### src/rtl/uart_frame_pkg.sv
// uart_frame_pkg: shared types and constants for the UART frame scheduler.
// Contents: FSM state enum, default frame header, payload/frame sizing and
// the byte-select helper used by the scheduler's byte mux.
// Macro UART_FRAME_CHECKSUM_EN: frames carry a 9th XOR checksum byte.
package uart_frame_pkg;

  typedef enum logic [1:0] {IDLE, SEND, GAP} state_t;

  localparam logic [15:0] HDR_DEFAULT   = 16'h55AA;
  localparam int unsigned PAYLOAD_BYTES = 6;
  localparam int unsigned PAYLOAD_W     = 48;

`ifdef UART_FRAME_CHECKSUM_EN
  localparam int unsigned FRAME_BYTES = 9;

  function automatic logic [7:0] payload_xor(input logic [PAYLOAD_W-1:0] p);
    logic [7:0] x;
    x = '0;
    for (int unsigned i = 0; i < PAYLOAD_BYTES; i++) begin
      x = x ^ p[8*i +: 8];
    end
    return x;
  endfunction
`else
  localparam int unsigned FRAME_BYTES = 8;
`endif

  // Byte idx of a frame: header high, header low, payload MSB first, checksum.
  function automatic logic [7:0] frame_byte(input logic [3:0]           idx,
                                            input logic [15:0]          hdr,
                                            input logic [PAYLOAD_W-1:0] p,
                                            input logic [7:0]           chk);
    logic [7:0] b;
    case (idx)
      4'd0:    b = hdr[15:8];
      4'd1:    b = hdr[7:0];
      4'd2:    b = p[47:40];
      4'd3:    b = p[39:32];
      4'd4:    b = p[31:24];
      4'd5:    b = p[23:16];
      4'd6:    b = p[15:8];
      4'd7:    b = p[7:0];
      default: b = chk;
    endcase
    return b;
  endfunction

endpackage

### src/rtl/uart_frame_scheduler_rr_arbiter.sv
// rr_arbiter: combinational round-robin arbiter.
// Ports: req (request vector), pointer (highest-priority index),
//        grant (one-hot), winner (grant index), any_req (some request set).
// pointer is expected to be below NUM_REQ.
module rr_arbiter #(
  parameter int unsigned NUM_REQ = 2
) (
  input  logic [NUM_REQ-1:0] req,
  input  logic [2:0]         pointer,
  output logic [NUM_REQ-1:0] grant,
  output logic [2:0]         winner,
  output logic               any_req
);

  logic found;

  // Distance-ordered search: for each distance k above the pointer (with
  // wrap) test every requester, so all bit selects stay constant.
  always_comb begin
    grant   = '0;
    winner  = '0;
    any_req = |req;
    found   = 1'b0;
    for (int unsigned k = 0; k < NUM_REQ; k++) begin
      for (int unsigned i = 0; i < NUM_REQ; i++) begin
        if (!found && req[i] &&
            (((i + NUM_REQ - 32'(pointer)) % NUM_REQ) == k)) begin
          found    = 1'b1;
          grant[i] = 1'b1;
          winner   = 3'(i);
        end
      end
    end
  end

endmodule

### src/rtl/uart_frame_scheduler.sv
// uart_frame_scheduler: shares one byte-level UART transmitter between
// NUM_REQ producers. Round-robin grant, 48-bit payload latch, frames of
// HEADER (high byte first) + 6 payload bytes MSB first, then GAP_CYCLES idle.
// Ports: clock, reset_n (sync, active-low); req_valid/req_data/req_ready
//        requester side (payload i = req_data[48*i+47:48*i]); byte_data/
//        byte_valid/byte_ready serializer side; busy, grant_id, frame_done.
// Macro UART_FRAME_CHECKSUM_EN: appends XOR of the payload bytes as byte 9.
module uart_frame_scheduler
  import uart_frame_pkg::*;
#(
  parameter int unsigned NUM_REQ    = 2,
  parameter logic [15:0] HEADER     = HDR_DEFAULT,
  parameter int unsigned GAP_CYCLES = 16
) (
  input  logic                   clock,
  input  logic                   reset_n,
  input  logic [NUM_REQ-1:0]     req_valid,
  input  logic [NUM_REQ*48-1:0]  req_data,
  output logic [NUM_REQ-1:0]     req_ready,
  output logic [7:0]             byte_data,
  output logic                   byte_valid,
  input  logic                   byte_ready,
  output logic                   busy,
  output logic [2:0]             grant_id,
  output logic                   frame_done
);

  localparam logic [15:0] GAP_LOAD  = (GAP_CYCLES == 0) ? 16'd0 : 16'(GAP_CYCLES - 1);
  localparam logic [3:0]  LAST_IDX  = 4'(FRAME_BYTES - 1);
  localparam logic [2:0]  LAST_REQ  = 3'(NUM_REQ - 1);

  state_t               state;
  logic [2:0]           rr_ptr;
  logic [NUM_REQ-1:0]   arb_grant;
  logic [2:0]           arb_winner;
  logic                 arb_any;
  logic [PAYLOAD_W-1:0] payload_q;
  logic [PAYLOAD_W-1:0] sel_payload;
  logic [3:0]           byte_idx;
  logic [15:0]          gap_cnt;
  logic [7:0]           chk_q;
  logic                 accept;

  rr_arbiter #(.NUM_REQ(NUM_REQ)) u_arb (
    .req     (req_valid),
    .pointer (rr_ptr),
    .grant   (arb_grant),
    .winner  (arb_winner),
    .any_req (arb_any)
  );

  // Gated by reset_n so nothing is accepted on a reset edge.
  assign req_ready = (state == IDLE && reset_n) ? arb_grant : '0;
  assign accept    = byte_valid && byte_ready;

  always_comb begin
    sel_payload = '0;
    for (int unsigned i = 0; i < NUM_REQ; i++) begin
      if (arb_grant[i]) sel_payload = req_data[48*i +: 48];
    end
  end

  always_ff @(posedge clock) begin
    if (!reset_n) begin
      state      <= IDLE;
      rr_ptr     <= '0;
      payload_q  <= '0;
      chk_q      <= '0;
      byte_idx   <= '0;
      gap_cnt    <= '0;
      byte_data  <= '0;
      byte_valid <= 1'b0;
      busy       <= 1'b0;
      grant_id   <= '0;
      frame_done <= 1'b0;
    end else begin
      frame_done <= 1'b0;
      case (state)
        IDLE: begin
          busy <= 1'b0;
          if (arb_any) begin
            payload_q  <= sel_payload;
`ifdef UART_FRAME_CHECKSUM_EN
            chk_q      <= payload_xor(sel_payload);
`endif
            grant_id   <= arb_winner;
            rr_ptr     <= (arb_winner == LAST_REQ) ? 3'd0 : arb_winner + 3'd1;
            byte_idx   <= '0;
            byte_data  <= HEADER[15:8];
            byte_valid <= 1'b1;
            busy       <= 1'b1;
            state      <= SEND;
          end
        end
        SEND: begin
          if (accept) begin
            if (byte_idx == LAST_IDX) begin
              byte_valid <= 1'b0;
              frame_done <= 1'b1;
              if (GAP_CYCLES == 0) begin
                busy  <= 1'b0;
                state <= IDLE;
              end else begin
                gap_cnt <= GAP_LOAD;
                state   <= GAP;
              end
            end else begin
              byte_idx  <= byte_idx + 4'd1;
              byte_data <= frame_byte(byte_idx + 4'd1, HEADER, payload_q, chk_q);
            end
          end
        end
        GAP: begin
          if (gap_cnt == 16'd0) begin
            busy  <= 1'b0;
            state <= IDLE;
          end else begin
            gap_cnt <= gap_cnt - 16'd1;
          end
        end
        default: state <= IDLE;
      endcase
    end
  end

endmodule

### config.mk
export PLATFORM = sky130hd
export DESIGN_NAME = uart_frame_scheduler
export DESIGN_NICKNAME = d
export VERILOG_FILES = /design/src/rtl/uart_frame_pkg.sv /design/src/rtl/uart_frame_scheduler_rr_arbiter.sv /design/src/rtl/uart_frame_scheduler.sv
export SDC_FILE = /design/constraint.sdc
export NUM_CORES = 1
export LEC_CHECK = 0
export CORE_MARGIN = 5
export CORE_UTILIZATION = 44
export DETAILED_ROUTE_END_ITERATION = 16
export PLACE_DENSITY = 0.76
export SKIP_CTS_REPAIR_TIMING = 1
export SYNTH_ARGS = -nofsm -noshare
export SYNTH_HDL_FRONTEND = slang
export SYNTH_HIERARCHICAL = 1
export SYNTH_SLANG_ARGS = --single-unit
export TNS_END_PERCENT = 5
### constraint.sdc
create_clock -name clock -period 1.8 [get_ports clock]
set_input_delay 0.18 -clock clock [delete_from_list [all_inputs] [get_ports clock]]
set_output_delay 0.18 -clock clock [all_outputs]
set_load 0.02 [all_outputs]
==> out/results.tsv <==
stage	metric	value	unit
setup_path	Worst Path Required	2.04	ns
status	status	finished, violations left	
setup_path	Crit path depth	7	
sta	final worst path period share	106.8	%
worst_hold_path	Hold WC Path Type	flip-flop to flip-flop	
layout	Final nets	786	
floorplan	# IOs	117	
grt	layer with the highest usage	met2	
pwr	Worst VDD drop	0.4152	mV
routing	Starting DRT DRC Count	356	
floorplan	row cnt	36	
grt	total grt overflow	0	
layout	share of cells above drive strength 1	18.16	%
setup_path	critical path startpoint category	flip-flop	
routing	via/cell ratio	5.820	
clock_tree	Clock Sinks	85	
logic_synthesis	Cells after Synth	534	
clock_tree	Num CTS Buffers	9	
routing	vias post-DR	4749	
routing	drt wl/cell	17.02	microns
layout	antenna cells	0	
clock_tree	TritonCTS clock tree	done	
setup_path	Critical Path Source	gap_cnt[1]	
routing	total detailed-routing wirelength	13890	microns
setup_path	reg2reg setup slack	-0.12	ns
status	failing checks	negative setup slack	
layout	Area Overhead vs Synth	47.54	%
pwr	Static Leak	2.410	nW
floorplan	core area	9774	sq um
floorplan	Die Width	110.0	microns
grt	grt met2 use	39.17	%
floorplan	Die H	110.0	microns
clock_tree	worst-case clock buffer depth	2	
setup_path	crit-path leading delay family	simple AND/OR/NAND/NOR gates	
setup_path	Setup Crit Path Kind	flip-flop to flip-flop	
sta	f_max	520.2	MHz
grt	GR Util met3	3.320	%
placement	pre-CTS WS	-0.2892	ns
setup_path	Reg-to-Reg End	gap_cnt[11]	
sta	final setup TNS	-0.9838	ns
placement	Placer Congestion	0.8608	
sta	final period demand of the worst path	1.922	ns
sta	Final Hold Fails	0	
logic_synthesis	Syn Std Cell Area	4403	sq um
floorplan	Die ar.	12110	sq um
setup_path	CP bufs+invs	1	
grt	Total GRT Usage	23.02	%
grt	largest net degree at the start of global routing	48	
setup_path	worst-path fanout max	8	
grt	vias in the first global route	4610	
clock_tree	Clock Root Buffer	clkbuf_8	
setup_path	crit path to	gap_cnt[11]	
layout	Final Util	66.46	%
routing	Antenna Nets Post-Route	0	
routing	# DRC	0	
sta	setup ws final	-0.1222	ns
clock_tree	CTS H-Tree Depth	3	
logic_synthesis	synth warn	6	
grt	initial antenna violation count	0	
placement	Final HPWL DP	10870	microns
sta	unrepaired setup endpoints after global routing	yes	
placement	# port buffers	116	
setup_path	FF-to-FF Start	gap_cnt[1]	
clock_tree	Clk Latency, worst-skew pair	0.36	ns
logic_synthesis	syn_area_per_cell	8.245	sq um
clock_tree	Clock transition at path regs	0.09	ns
setup_path	critical-path cell list	inv_1 -> ha_1 -> or4b_4 -> o31ai_4 -> a211oi_1 -> xnor2_1 -> nor2_1	
floorplan	Initial Util	45.05	%
setup_path	Arr. time, crit path	2.16	ns
sta	Final Setup Violations	17	
setup_path	Crit-path slowest cell	or4b_4	
routing	drt pass-1 iters	6	
sta	Post-Route Skew	0.01399	ns
setup_path	CP endpoint kind	flip-flop	
grt	first-pass GRT wire length	22100	microns
setup_path	Worst R2R Path Depth	7	
sta	Slew Viols, Final	0	
pwr	pwr/cell area	669.2	nW/um^2
job	Max Cap Viol	0	
setup_path	CP max stage delay	0.50	ns
grt	GR Util met1	30.16	%
## worst min-delay path by stage
| stage | start | endpoint | depth (start not counted) |
|---|---|---|---|
| finish | grant_id[1] | grant_id[1] | 2 |
| global route | gap_cnt[9] | gap_cnt[9] | 1 |
| CTS | grant_id[1] | grant_id[1] | 2 |
| detailed placement | grant_id[1] | grant_id[1] | 2 |
| global placement | grant_id[0] | grant_id[0] | 2 |
| floorplan | reset_n | gap_cnt[10] | 2 |
## cells in the final DEF, fill, tap and decap left out, drive strengths merged, types with 2 or more instances in the layout
cell type	count
dfxtp	85
clkdlybuf4s50	114
a311oi	4
buf	68
xnor2	12
a2111oi	9
a21boi	5
a222oi	2
ha	7
and3	3
or2	3
nor4	5
nor2b	2
o211ai	3
clkinv	2
o21ai	15
a21oi	25
nor3b	2
a32o	3
or4	2
or3	4
nor2	77
mux2i	6
nor3	58
a211oi	14
a31oi	6
mux2	2
o22ai	5
dlymetal6s2s	2
clkbuf	10
nand2	21
inv	11
a22oi	11
nand3	13
a221oi	52
conb	2
and2	4
## layer usage
| layer | up-vias | share of wire, % |
|---|---|---|
| li1 | 2317 | - |
| met1 | 2283 | 43 |
| met2 | 135 | 51 |
| met3 | 14 | 4.7 |
| met4 | 0 | 1.2 |
| met5 | - | 0 |
## worst register-to-register path, cell delays in order, from the launching register on
cell and delay, ns:
dfxtp_1 0.33, inv_1 0.07, ha_1 0.14, or4b_4 0.50, o31ai_4 0.36, a211oi_1 0.16, xnor2_1 0.19, nor2_1 0.06
## registers in the layout (all words and copies together), names as in the netlist
| name | count |
|---|---|
| byte_valid | 1 |
| byte_data | 8 |
| busy | 1 |
| rr_ptr | 1 |
| grant_id | 3 |
| frame_done | 1 |
| payload_q | 48 |
| byte_idx | 4 |
| gap_cnt | 16 |
| state | 2 |
## per-stage QoR
| step | total power [mW] | cells | instance area [sq um] | hold slack, ns |
|---|---|---|---|---|
| after detailed placement | 2.995 | 800 | 6173 | 0.4562 |
| after global routing | 4.542 | 816 | 6496 | 0.4834 |
| after global placement | 2.968 | 800 | 6173 | 0.4460 |
| after floorplan | 2.504 | 535 | 4428 | 0.3393 |
| after CTS | 4.366 | 816 | 6380 | 0.4688 |
| final | 4.348 | 816 | 6496 | 0.4634 |
## cell type report
cell class              count  area [sq um]
repair buffers            184          1784
well taps                 133         166.4
inverters                   9         33.78
multi-input cells         389          2596
clock buffers              10         137.6
flip-flops and latches     85          1709
fillers                   825          3278
clock inverters             6         68.82
## report_power, final
group / switching [mW] / total, mW / internal [mW] / leakage, nW
clock: 0.701 / 1.39 / 0.689 / 0.103
combinational: 0.384 / 0.860 / 0.476 / 1.61
sequential: 0.101 / 2.10 / 2.00 / 0.700
total: 1.19 / 4.35 / 3.16 / 2.41
(Power assumes the default switching activity.)
